==> config.mk <==
export PLATFORM = sky130hd
export DESIGN_NAME = serv_rf_ram_bridge
export DESIGN_NICKNAME = d
export VERILOG_FILES = /design/src/rtl/serv_rf_ram_bridge.sv
export SDC_FILE = /design/constraint.sdc
export NUM_CORES = 1
export LEC_CHECK = 0
export ABC_CLOCK_PERIOD_IN_PS = 2400
export BUFFER_PORTS_ARGS = -buffer_cell sky130_fd_sc_hd__buf_2
export CORE_MARGIN = 2
export CORE_UTILIZATION = 60
export CTS_BUF_LIST = sky130_fd_sc_hd__clkbuf_8
export DETAILED_ROUTE_END_ITERATION = 10
export PLACE_DENSITY_LB_ADDON = 0.1
export SYNTH_ARGS = -nofsm -noshare
export SYNTH_HDL_FRONTEND = slang
export SYNTH_SLANG_ARGS = --single-unit
==> constraint.sdc <==
create_clock -name i_clk -period 2.4 [get_ports i_clk]
set_input_delay 0.48 -clock i_clk [delete_from_list [all_inputs] [get_ports i_clk]]
set_output_delay 0.48 -clock i_clk [all_outputs]
set_load 0.05 [all_outputs]
==> src/rtl/serv_rf_ram_bridge.sv <==
// Bridge between SERV's bit-serial register-file ports and a WIDTH-bit simple-dual-port RAM.
// Optional macro SERV_RF_BRIDGE_ZERO_X0_EN hard-wires x0: writes to it are dropped, reads return zero.
module serv_rf_ram_bridge #(
    parameter int WIDTH    = 2,
    parameter int WITH_CSR = 1,
    parameter int DEPTH_W  = 5 + WITH_CSR + $clog2(32 / WIDTH)
) (
    input  logic                  i_clk,
    input  logic                  i_rst_n,
    input  logic                  i_rreq,
    output logic                  o_ready,
    input  logic [4+WITH_CSR:0]   i_rreg0,
    input  logic [4+WITH_CSR:0]   i_rreg1,
    output logic                  o_rdata0,
    output logic                  o_rdata1,
    input  logic [4+WITH_CSR:0]   i_wreg0,
    input  logic [4+WITH_CSR:0]   i_wreg1,
    input  logic                  i_wen0,
    input  logic                  i_wen1,
    input  logic                  i_wdata0,
    input  logic                  i_wdata1,
    output logic [DEPTH_W-1:0]    o_waddr,
    output logic [WIDTH-1:0]      o_wdata,
    output logic                  o_wen,
    output logic [DEPTH_W-1:0]    o_raddr,
    output logic                  o_ren,
    input  logic [WIDTH-1:0]      i_rdata
);
    localparam int RW  = 5 + WITH_CSR;
    localparam int WB  = $clog2(WIDTH);
    localparam int NWB = 5 - WB;
    localparam logic [WB-1:0] PH_ONE  = WB'(1);
    localparam logic [WB-1:0] PH_LAST = WB'(WIDTH - 1);
    localparam logic [WB-1:0] PH_LOAD = WB'(2 % WIDTH);
    localparam logic [5:0]    LAST_LD = 6'(34 - WIDTH);

    typedef enum logic {IDLE, READ} state_t;

    state_t           state_q, state_d;
    logic [5:0]       rcnt_q, rcnt_d;
    logic [RW-1:0]    rreg0_q, rreg0_d, rreg1_q, rreg1_d;
    logic [WIDTH-1:0] stage0_q, stage0_d, sreg0_q, sreg0_d, sreg1_q, sreg1_d;
    logic [5:0]       cyc;
    logic [WB-1:0]    phase;
    logic [4:0]       rword;
    logic [RW-1:0]    rsel;
    logic             rd_load, rd_bits, zero0, zero1;

    // cyc is the offset from the request cycle; fetch, staging and output all key off it
    always_comb begin
        state_d  = state_q;
        rcnt_d   = rcnt_q;
        rreg0_d  = rreg0_q;
        rreg1_d  = rreg1_q;
        stage0_d = stage0_q;
        sreg0_d  = sreg0_q;
        sreg1_d  = sreg1_q;
        cyc      = (state_q == READ) ? rcnt_q : 6'd0;
        phase    = cyc[WB-1:0];
        rword    = cyc[4:0] >> WB;
        rd_load  = (state_q == READ) && (cyc >= 6'd2) && (cyc <= LAST_LD) && (phase == PH_LOAD);
        rd_bits  = (state_q == READ) && (cyc >= 6'd2);
        o_ren    = ((state_q == IDLE) && i_rreq) ||
                   ((state_q == READ) && (cyc < 6'd32) && (phase <= PH_ONE));
        rsel     = (state_q == IDLE) ? i_rreg0 : (phase[0] ? rreg1_q : rreg0_q);
        o_raddr  = o_ren ? ((DEPTH_W'(rsel) << NWB) | DEPTH_W'(rword)) : '0;
        o_ready  = (state_q == READ) && (cyc == 6'd2);
`ifdef SERV_RF_BRIDGE_ZERO_X0_EN
        zero0    = (rreg0_q == '0);
        zero1    = (rreg1_q == '0);
`else
        zero0    = 1'b0;
        zero1    = 1'b0;
`endif
        o_rdata0 = rd_bits && !zero0 && (rd_load ? stage0_q[0] : sreg0_q[0]);
        o_rdata1 = rd_bits && !zero1 && (rd_load ? i_rdata[0] : sreg1_q[0]);
        case (state_q)
            IDLE: begin
                if (i_rreq) begin
                    state_d = READ;
                    rcnt_d  = 6'd1;
                    rreg0_d = i_rreg0;
                    rreg1_d = i_rreg1;
                end
            end
            READ: begin
                rcnt_d = rcnt_q + 6'd1;
                if (phase == PH_ONE) stage0_d = i_rdata;
                if (rd_load) begin
                    sreg0_d = stage0_q >> 1;
                    sreg1_d = i_rdata >> 1;
                end else begin
                    sreg0_d = sreg0_q >> 1;
                    sreg1_d = sreg1_q >> 1;
                end
                if (rcnt_q == 6'd33) begin
                    state_d = IDLE;
                    rcnt_d  = 6'd0;
                end
            end
            default: state_d = IDLE;
        endcase
    end

    always_ff @(posedge i_clk or negedge i_rst_n) begin
        if (!i_rst_n) begin
            state_q  <= IDLE;
            rcnt_q   <= '0;
            rreg0_q  <= '0;
            rreg1_q  <= '0;
            stage0_q <= '0;
            sreg0_q  <= '0;
            sreg1_q  <= '0;
        end else begin
            state_q  <= state_d;
            rcnt_q   <= rcnt_d;
            rreg0_q  <= rreg0_d;
            rreg1_q  <= rreg1_d;
            stage0_q <= stage0_d;
            sreg0_q  <= sreg0_d;
            sreg1_q  <= sreg1_d;
        end
    end

    logic [4:0]         bcnt_q [2];
    logic [4:0]         bcnt_d [2];
    logic [WIDTH-1:0]   wbuf_q [2];
    logic [WIDTH-1:0]   wbuf_d [2];
    logic [WIDTH-1:0]   wword  [2];
    logic [RW-1:0]      wreg   [2];
    logic [DEPTH_W-1:0] wadr   [2];
    logic               wen_in [2];
    logic               wbit   [2];
    logic               wdone  [2];
    logic               wen_q, wen_d, pend_q, pend_d;
    logic [DEPTH_W-1:0] waddr_q, waddr_d, pend_addr_q, pend_addr_d;
    logic [WIDTH-1:0]   wdata_q, wdata_d, pend_data_q, pend_data_d;

    // bcnt is the bit index within the register: low WB bits pick the slot, the rest is the word
    always_comb begin
        wreg[0]   = i_wreg0;
        wreg[1]   = i_wreg1;
        wen_in[0] = i_wen0;
        wen_in[1] = i_wen1;
        wbit[0]   = i_wdata0;
        wbit[1]   = i_wdata1;
        for (int p = 0; p < 2; p++) begin
            wword[p] = wbuf_q[p];
            wword[p][bcnt_q[p][WB-1:0]] = wbit[p];
            wdone[p] = wen_in[p] && (bcnt_q[p][WB-1:0] == PH_LAST);
`ifdef SERV_RF_BRIDGE_ZERO_X0_EN
            if (wreg[p] == '0) wdone[p] = 1'b0;
`endif
            wadr[p]   = (DEPTH_W'(wreg[p]) << NWB) | DEPTH_W'(bcnt_q[p] >> WB);
            bcnt_d[p] = wen_in[p] ? bcnt_q[p] + 5'd1 : bcnt_q[p];
            wbuf_d[p] = wen_in[p] ? wword[p] : wbuf_q[p];
        end
    end

    // Port 1 loses a tie and is replayed next cycle; WIDTH >= 2 keeps that slot free
    always_comb begin
        wen_d       = 1'b0;
        waddr_d     = waddr_q;
        wdata_d     = wdata_q;
        pend_d      = 1'b0;
        pend_addr_d = pend_addr_q;
        pend_data_d = pend_data_q;
        if (pend_q) begin
            wen_d   = 1'b1;
            waddr_d = pend_addr_q;
            wdata_d = pend_data_q;
        end else if (wdone[0]) begin
            wen_d   = 1'b1;
            waddr_d = wadr[0];
            wdata_d = wword[0];
            if (wdone[1]) begin
                pend_d      = 1'b1;
                pend_addr_d = wadr[1];
                pend_data_d = wword[1];
            end
        end else if (wdone[1]) begin
            wen_d   = 1'b1;
            waddr_d = wadr[1];
            wdata_d = wword[1];
        end
    end

    always_ff @(posedge i_clk or negedge i_rst_n) begin
        if (!i_rst_n) begin
            for (int p = 0; p < 2; p++) begin
                bcnt_q[p] <= '0;
                wbuf_q[p] <= '0;
            end
            wen_q       <= 1'b0;
            waddr_q     <= '0;
            wdata_q     <= '0;
            pend_q      <= 1'b0;
            pend_addr_q <= '0;
            pend_data_q <= '0;
        end else begin
            for (int p = 0; p < 2; p++) begin
                bcnt_q[p] <= bcnt_d[p];
                wbuf_q[p] <= wbuf_d[p];
            end
            wen_q       <= wen_d;
            waddr_q     <= waddr_d;
            wdata_q     <= wdata_d;
            pend_q      <= pend_d;
            pend_addr_q <= pend_addr_d;
            pend_data_q <= pend_data_d;
        end
    end

    assign o_wen   = wen_q;
    assign o_waddr = waddr_q;
    assign o_wdata = wdata_q;

endmodule
==> results of run 1 <==
==> critical path, delay by kind of cell, from the launching register on <==
kind                   cells  cell delay (ns)
AND/OR/NAND/NOR            1             0.57
flip-flops                 1             0.45
AO/OA/AOI/OAI              2             0.31
buffers and inverters      1             0.19
==> registers in the layout (all words and copies together), names as in the netlist <==
signal	count
rreg0_q	6
rcnt_q	6
pend_data_q	2
o_wdata	2
rreg1_q	6
sreg1_q	1
bcnt_q	10
stage0_q	2
state_q	1
wbuf_q	3
sreg0_q	1
pend_q	1
o_waddr	10
pend_addr_q	10
o_wen	1
==> cell type report <==
| type | instances | area (µm²) | share of cell area |
|---|---|---|---|
| clock buffer | 10 | 138 | 0.0373 |
| tap | 70 | 87.6 | 0.0238 |
| multi-input combinational | 185 | 1440 | 0.391 |
| clock inverter | 6 | 28.8 | 0.00781 |
| timing repair buffer | 72 | 414 | 0.112 |
| inverter | 6 | 22.5 | 0.00611 |
| sequential | 62 | 1550 | 0.422 |
==> metal layers <==
metal  GRT usage  up-vias  share of wire
met1       0.290     1079           0.46
met5           0        -              0
met4      0.0764        0         0.0067
met3      0.0664        4          0.050
li1            -     1107              -
met2       0.364       60           0.48
==> how the worst max path moves through the flow <==
stage               slack, ns         end                   from  depth (start not counted)
CTS                      0.03    o_rdata1  rcnt_q[4]$_DFFE_PN0P_                          4
floorplan               -0.18  o_raddr[4]                 i_rreq                          3
global placement         0.38    o_rdata0  rcnt_q[4]$_DFFE_PN0P_                          4
global route            0.002    o_rdata0  rcnt_q[3]$_DFFE_PN0P_                          4
detailed placement       0.34    o_rdata1  rcnt_q[3]$_DFFE_PN0P_                          4
finish                   0.08    o_rdata0  rcnt_q[3]$_DFFE_PN0P_                          4
==> layout by cell type, fill, tap and decap left out, drive strengths merged, types with 2 or more instances in the layout <==
cell | Yosys | final
a21o | 2 | 2
mux2i | 8 | 8
nand3 | 2 | 2
a21oi | 5 | 5
nand4 | 4 | 4
a211oi | 16 | 16
nor3b | 3 | 3
xor2 | 2 | 2
dfrtp | 62 | 62
and3 | 10 | 10
mux2 | 31 | 31
nor2 | 9 | 9
o21a | 2 | 2
clkinv | 0 | 5
ha | 4 | 4
xnor2 | 9 | 9
o31ai | 13 | 13
nor2b | 14 | 14
buf | 16 | 72
o32ai | 2 | 2
clkbuf | 4 | 10
and2 | 4 | 4
nand2 | 22 | 22
nand2b | 4 | 4
o21ai | 7 | 7
inv | 6 | 7
==> power groups by stage <==
stage / clock (mW) / combinational (mW) / sequential [mW]
floorplan: 0 / 0.764 / 1.95
finish: 0.780 / 1.37 / 1.65
CTS: 0.796 / 1.39 / 1.65
global route: 0.847 / 1.49 / 1.70
global placement: 0 / 1.36 / 1.65
detailed placement: 0 / 1.39 / 1.67
==> repair_timing <==
item,4_1_cts,5_1_grt
resized for setup,2,6
endpoints found under the setup margin,2,9
setup buffers,0,1
==> through the flow <==
stage	setup TNS, ns	cells	hold WS (ns)
after floorplan	-1.11	273	0.184
after global placement	0	394	0.456
after detailed placement	0	394	0.461
after CTS	0	410	0.333
after global routing	0	411	0.367
final	0	411	0.305
==> Yosys cell counts, types with 4 or more instances <==
| cell type | number | area share |
|---|---|---|
| dfrtp_1 | 62 | 0.50 |
| mux2_2 | 31 | 0.11 |
| nand2_1 | 21 | 0.025 |
| a211oi_1 | 16 | 0.038 |
| nor2b_1 | 14 | 0.028 |
| o31ai_1 | 13 | 0.031 |
| and3_1 | 10 | 0.020 |
| nor2_1 | 9 | 0.011 |
| buf_4 | 8 | 0.019 |
| mux2i_1 | 8 | 0.026 |
| xnor2_1 | 8 | 0.022 |
| inv_1 | 6 | 0.0072 |
| o21ai_0 | 6 | 0.0096 |
| buf_2 | 5 | 0.0080 |
| a21oi_1 | 4 | 0.0064 |
| ha_1 | 4 | 0.016 |
| nand2b_1 | 4 | 0.0080 |
| nand4_1 | 4 | 0.0080 |
==> cell families after synthesis <==
kind of cell,after synthesis,share of synthesized area
buffers and inverters,26,0.0484
XOR/XNOR,11,0.0332
adder cells (fa/ha/maj),4,0.0160
AND/OR/NAND/NOR,78,0.141
flip-flops,62,0.496
AO/OA/AOI/OAI,53,0.128
multiplexers,39,0.137
==> impl_metrics.csv, run 1 <==
group,metric,value,unit
route,wl,5.94,mm
critical_path,r2r-start,"bcnt_q[5]$_DFFE_PN0P_",
route,vias,2250,
synth,yosys_warnings,0,
synth,yosysSeqAreaShare,0.496,
timing,max_freq,431,MHz
place,gp_congestion,0.817,
critical_path,r2r_slack,0.62,ns
timing,finalCritPeriodShare,0.967,
synth,synth-edff-count,0,
layout,fin_area,3690,µm²
place,hpwlAfterDp,4.08,mm
critical_path,startpoint_type,"register",
synth,ys_types,46,
pwr,power.leakage,1.70,nW
pwr,power_frac_seq,0.434,
clock_tree,cts_max_path_buffers,2,
layout,num_antenna_cells,0,
synth,ys_ff_latch,62,
pwr,power,3.80,mW
die,die_w,76.2,µm
critical_path,crit_chain,"or4_4, a21oi_4, o21a_1, buf_4",
die,die_y,76.2,µm
route,viasPerCell,5.47,
pwr,switching_share,0.388,
critical_path,r2r_cells,5,
synth,avgSynthCellArea,11.5,µm²
timing,skew,0.00813,ns
timing,rsz0062_at_grt,"no",
timing,fin_crit,2.32,ns
critical_path,slowest_stage,"or4_4",
clock_tree,clockRootBuffer,"clkbuf_8",
layout,fin_nets,373,
route,drc,0,
die,rows,26,
timing,fin_ws,0.0789,ns
timing,final_max_slew_viol_count,0,
timing,finalHoldViolCount,0,
clock_tree,ctsHoldBuffers,0,
die,start_util,0.616,
place,placed_area,3490,µm²
die,pin_count,60,
timing,tightest_slew,0.780,ns
place,port_buffers,59,
run_status,run_status,"finished clean",
clock_tree,cts.sinks,62,
die,dieArea,5800,µm²
global_route,antenna_found_initial,0,
route,drt_iter0_drc,116,
pwr,power.switching,1.47,mW
clock_tree,cts_tree,"built",
critical_path,worstSetupEndpointType,"output pin",
clock_tree,htreeDepth,3,
clock_tree,clk_latency,0.33,ns
clock_tree,cts_buffers,9,
worst_hold_path,hold_class,"in2async",
layout,drive_gt1_frac,0.387,
synth,synth-main-ff-cell,"dfrtp_1",
pwr,p_comb_frac,0.361,
route,drt_pass1_iterations,4,
critical_path,cp.arrival,1.84,ns
pwr,irDropWorstVdd,0.741,mV
critical_path,worstSetupPathType,"reg2out",
synth,synth_async_sr_flop_share,1.00,
pwr,p_int,2.33,mW
timing,slew_headroom,0.480,
global_route,grt_usage,0.224,
synth,synth_nets,310,
layout,final_util,0.726,
die,core_area,5070,µm²
layout,fill_cells,409,
pwr,clockPowerShare,0.205,
layout,area_growth,17.9,%
place,dp_slack,0.341,ns
pwr,powerDensity,1030,nW/µm²
timing,finalSetupViolations,0,
global_route,grt_max_degree,63,
critical_path,required,1.92,ns
route,postRouteAntennaNets,0,
route,wl_per_cell,14.5,µm
synth,synthCells,273,
global_route,grt_pass1_vias,2195,
critical_path,max_stage_delay,0.57,ns
run,maxCapViolCount,0,
global_route,grt_overflow_total,0,
synth,syn-cell-area,3130,µm²
clock_tree,clkTransAtPathRegs,0.06,ns
critical_path,cp_max_fo,8,
critical_path,r2r_end,"o_waddr[3]$_DFFE_PN0P_",
global_route,grt_pass1_wl,10.2,mm
No activity file was read; power rests on OpenSTA's default activity.
==> run 2, diff against run 1 <==
ABC_CLOCK_PERIOD_IN_PS = 2500   (was 2400)
CORE_UTILIZATION = 55   (was 60)
clock period = 2.5 ns   (was 2.4 ns; I/O delays follow)
==> run 2 against run 1 <==
Register-to-register slack better by 0.20 ns. Global-route usage is 1.4 points lower. Flip-flop and latch count stayed put. Final cell count stayed put. Total power is 1.4% higher. Hold slack worse by 0.15 ns. Combinational power is 4% lower. Non-clock buffer count is 2 lower. Wire length is 1.7% lower. Final area is 0.58% higher. Critical path type unchanged.
==> impl_metrics.csv, run 2 (synthesis gave the netlist of run 1 again) <==
group,metric,value,unit
run_status,run_status,"finished clean",
die,pin_count,60,
route,drt_pass1_iterations,4,
clock_tree,clk_latency,0.34,ns
timing,max_freq,412,MHz
clock_tree,cts_tree,"built",
critical_path,cp.arrival,1.93,ns
timing,tightest_slew,0.561,ns
pwr,powerDensity,1040,nW/µm²
clock_tree,ctsResizeCount,1,
die,dieArea,6300,µm²
layout,drive_gt1_frac,0.378,
route,wl_met3,253,µm
global_route,grt_max_degree,63,
critical_path,required,2.00,ns
run,maxCapViolCount,0,
pwr,power.leakage,1.69,nW
pwr,irDropWorstVdd,0.632,mV
route,wl,5.84,mm
clock_tree,cts_max_path_buffers,2,
die,start_util,0.568,
route,drc,0,
route,viasPerCell,5.42,
layout,fill_cells,442,
place,port_buffers,59,
layout,area_growth,18.6,%
timing,skew,0.00808,ns
route,m1WireLength,2.61,mm
route,postRouteAntennaNets,0,
critical_path,worstSetupPathType,"reg2out",
global_route,grt_overflow_total,0,
timing,finalSetupViolations,0,
place,gp_congestion,0.809,
timing,finalCritPeriodShare,0.972,
clock_tree,cts.sinks,62,
timing,fin_crit,2.43,ns
critical_path,worstSetupEndpointType,"output pin",
layout,final_cell_mix,"dfrtp_1, buf_2, mux2_2",
die,core_area,5510,µm²
layout,final_cells,411,
clock_tree,clockRootBuffer,"clkbuf_8",
global_route,grt_pass1_vias,2215,
layout,seqCellArea,1550,µm²
place,dp_cells,395,
timing,final.setup.tns,0,ns
global_route,grt_usage,0.211,
route,vias,2228,
die,rows,27,
route,highest-signal-layer,"met4",
layout,final_common_cell,"dfrtp_1",
timing,rsz0062_at_grt,"no",
route,drt_iter0_drc,110,
layout,fin_nets,371,
route,wl_per_cell,14.2,µm
worst_hold_path,hold_class,"in2async",
die,die_y,79.4,µm
critical_path,startpoint_type,"register",
critical_path,cp_max_fo,7,
clock_tree,post-cts-setup-buffer-count,0,
route,wl_met2,2.89,mm
timing,final_max_slew_viol_count,0,
timing,finalHoldViolCount,0,
timing,slew_headroom,0.626,
die,die_w,79.4,µm
global_route,antenna_found_initial,0,
clock_tree,ctsHoldBuffers,0,
layout,multiInputGateArea,1430,µm²
clock_tree,cts_buffers,9,
clock_tree,htreeDepth,3,
global_route,grt_pass1_wl,10.1,mm
clock_tree,clkTransAtPathRegs,0.07,ns
layout,num_antenna_cells,0,
place,hpwlAfterDp,4.02,mm
## run 2: changes by cell type in the layout (fill, tap and decap cells not counted), moves of 2 or more
| cell | delta |
|---|---|
| clkinv_2 | -4 |
| buf_4 | -3 |
| clkinv_4 | +3 |
| buf_2 | +2 |
| bufinv_16 | +2 |
## run 2: critical path: stages, from the launching register on
cell	delay, ns
dfrtp_1	0.45
or4_4	0.59
a21oi_2	0.18
o21a_1	0.12
buf_2	0.25
## run 2: routing by layer
metal,GRT usage,up-vias
met4,0.0983,0
met3,0.0475,7
met2,0.348,51
li1,-,1097
met1,0.263,1073
met5,0,-
## run 2: worst paths after layout
kind,startpoint,endpoint,slack (ns),depth (start not counted)
worst max-delay path,rcnt_q[4]$_DFFE_PN0P_,o_rdata1,0.07,4
worst min-delay path,i_rst_n,rcnt_q[5]$_DFFE_PN0P_,0.16,2
worst max register to register,bcnt_q[5]$_DFFE_PN0P_,o_waddr[2]$_DFFE_PN0P_,0.82,4
worst min register to register,bcnt_q[9]$_DFFE_PN0P_,bcnt_q[9]$_DFFE_PN0P_,0.47,1
max in group asynchronous,i_rst_n,rcnt_q[0]$_DFFE_PN0P_,2.07,2
min in group i_clk,i_rreg1[4],rreg1_q[4]$_DFFE_PN0P_,0.39,2
## run 2: power by group
part	leakage, nW	switching (mW)	internal, mW
logic	0.828	0.783	0.522
registers	0.758	0.245	1.33
clock network	0.109	0.410	0.564
## run 2: layout make-up
type / instances / share of cell area
clock buffers: 9 / 0.0334
clock inverters: 7 / 0.0267
inverters: 6 / 0.00607
multi-input cells: 185 / 0.385
flip-flops and latches: 62 / 0.419
well taps: 72 / 0.0243
repair buffers: 70 / 0.105
## run 2: through the flow
stage               hold WS [ns]  utilization  cell area (µm²)  power, mW  worst slack [ns]
floorplan                  0.204            -             3130       2.60            -0.125
global placement           0.454        0.633             3480       2.88             0.448
CTS                        0.162        0.673             3710       3.90            0.0594
detailed placement         0.456        0.633             3480       2.92             0.371
global route               0.184        0.673             3710       4.08            0.0123
finish                     0.157        0.673             3710       3.85            0.0704
==> run 3, diff against run 2 <==
--- a/config.mk
+++ b/config.mk
@@ -10,3 +10,3 @@
 export CORE_MARGIN = 2
-export CORE_UTILIZATION = 55
+export CORE_UTILIZATION = 57
 export CTS_BUF_LIST = sky130_fd_sc_hd__clkbuf_8
--- a/constraint.sdc
+++ b/constraint.sdc
@@ -3,2 +3,2 @@
 set_output_delay 0.5 -clock i_clk [all_outputs]
-set_load 0.05 [all_outputs]
+set_load 0.02 [all_outputs]
==> run 3 against run 2 <==
Utilization rose by 4.8 points. Largest cell class unchanged. Non-clock buffer count shrank 1. Global-route usage grew 1.0 points. Register-to-register slack got worse by 0.16 ns. Combinational power down 15%. Clock skew barely moved. Flip-flop and latch count did not move. Sequential power hardly changed. Die area fell by 3.3%. First-iteration DRC count is 42% lower. Critical path type unchanged. Final cell count down 0.73%. Maximum frequency up 4.7%.
==> impl_metrics.csv, run 3 (synthesis gave the netlist of run 1 again) <==
group,metric,value,unit
run_status,run_status,"finished clean",
route,drc,0,
route,vias,2260,
global_route,use_met1,0.283,
critical_path,crit_chain,"or4_4, a21oi_2, o21a_1, buf_2",
layout,drive_gt1_frac,0.376,
die,die_w,78.1,µm
clock_tree,cts_buffers,9,
global_route,grt_use_met2,0.368,
timing,fin_crit,2.32,ns
timing,finalCritPeriodShare,0.928,
global_route,grt_usage,0.221,
timing,skew,0.00834,ns
route,drt_iter0_drc,64,
die,rows,26,
critical_path,slowest_stage,"or4_4",
timing,fin_hold_ws,0.169,ns
die,dieArea,6090,µm²
critical_path,cp_top_family,"simple AND/OR/NAND/NOR gates",
clock_tree,htreeDepth,3,
run,maxCapViolCount,0,
route,postRouteAntennaNets,0,
global_route,grt_pass1_vias,2243,
clock_tree,ctsResizeCount,0,
clock_tree,clkTransAtPathRegs,0.07,ns
timing,final.setup.tns,0,ns
critical_path,max_stage_delay,0.59,ns
critical_path,startpoint_type,"register",
global_route,antenna_found_initial,0,
layout,fill_cells,382,
global_route,busiest_layer,"met2",
critical_path,cp_num_buf_inv,1,
place,port_buffers,59,
critical_path,cp.arrival,1.82,ns
timing,tightest_slew,0.588,ns
global_route,grt_overflow_total,0,
clock_tree,post-cts-setup-buffer-count,0,
clock_tree,ctsHoldBuffers,0,
clock_tree,cts_max_path_buffers,2,
critical_path,worstSetupPathType,"reg2out",
route,viasPerCell,5.54,
critical_path,cp_max_fo,7,
place,gp_congestion,0.809,
place,hpwlAfterDp,4.11,mm
pwr,irDropWorstVdd,0.821,mV
layout,num_antenna_cells,0,
die,core_area,5200,µm²
clock_tree,clk_latency,0.33,ns
critical_path,worstSetupEndpointType,"output pin",
global_route,grt_pass1_wl,10.5,mm
timing,max_freq,431,MHz
layout,final_common_cell,"dfrtp_1",
pwr,power.leakage,1.72,nW
pwr,powerDensity,1030,nW/µm²
clock_tree,cts_tree,"built",
die,start_util,0.601,
global_route,grt_max_degree,38,
timing,finalHoldViolCount,0,
route,drt_pass1_iterations,4,
clock_tree,clockRootBuffer,"clkbuf_8",
worst_hold_path,hold_class,"in2async",
timing,rsz0062_at_grt,"no",
timing,final_max_slew_viol_count,0,
route,wl,6.13,mm
global_route,grtUsageMet3,0.0414,
critical_path,required,2.00,ns
route,wl_per_cell,15.0,µm
layout,fin_nets,370,
die,die_y,78.1,µm
timing,finalSetupViolations,0,
die,pin_count,60,
timing,slew_headroom,0.608,
clock_tree,cts.sinks,62,
layout,final_cell_mix,"dfrtp_1, buf_2, mux2_2",
layout,area_growth,20.0,%
run 3: layout make-up:
cell class                 instances  area (µm²)  share of cell area
inverter                           6        22.5             0.00600
tap                               70        87.6              0.0233
timing repair buffer              69         383               0.102
multi-input combinational        185        1430               0.380
sequential                        62        1550               0.414
clock inverter                     5         129              0.0343
clock buffer                      11         151              0.0403
run 3: worst paths after layout:
check | from | endpoint | slack (ns) | cells after the start
worst max-delay path | rcnt_q[4]$_DFFE_PN0P_ | o_rdata0 | 0.18 | 4
worst min-delay path | i_rst_n | state_q$_DFF_PN0_ | 0.17 | 1
worst max register to register | bcnt_q[0]$_DFFE_PN0P_ | pend_data_q[1]$_DFFE_PN0P_ | 0.66 | 4
worst min register to register | bcnt_q[9]$_DFFE_PN0P_ | bcnt_q[9]$_DFFE_PN0P_ | 0.47 | 1
max in group asynchronous | i_rst_n | o_waddr[3]$_DFFE_PN0P_ | 1.73 | 2
min in group i_clk | i_rreg1[5] | rreg1_q[5]$_DFFE_PN0P_ | 0.40 | 2
run 3: per-layer routing:
metal	part of all wire	up-vias	wire, µm
li1	-	1096	-
met1	0.46	1089	2790
met2	0.48	69	2970
met3	0.047	6	287
met4	0.012	0	76
met5	0	-	0
run 3: power by group:
part / leakage (nW) / switching (mW) / internal (mW)
combinational: 0.824 / 0.576 / 0.530
sequential: 0.758 / 0.224 / 1.33
clock: 0.140 / 0.382 / 0.820
total: 1.72 / 1.18 / 2.68
run 3: through the flow:
| stage | util | instances | setup WS [ns] | total power, mW | area, µm² |
|---|---|---|---|---|---|
| 2_1_floorplan | - | 273 | 0.513 | 2.36 | 3130 |
| 3_3_place_gp | 0.666 | 392 | 0.537 | 2.64 | 3470 |
| 3_5_place_dp | 0.666 | 392 | 0.517 | 2.68 | 3470 |
| 4_1_cts | 0.720 | 408 | 0.139 | 3.90 | 3750 |
| 5_1_grt | 0.721 | 408 | 0.0772 | 4.09 | 3750 |
| 6_report | 0.721 | 408 | 0.180 | 3.86 | 3750 |
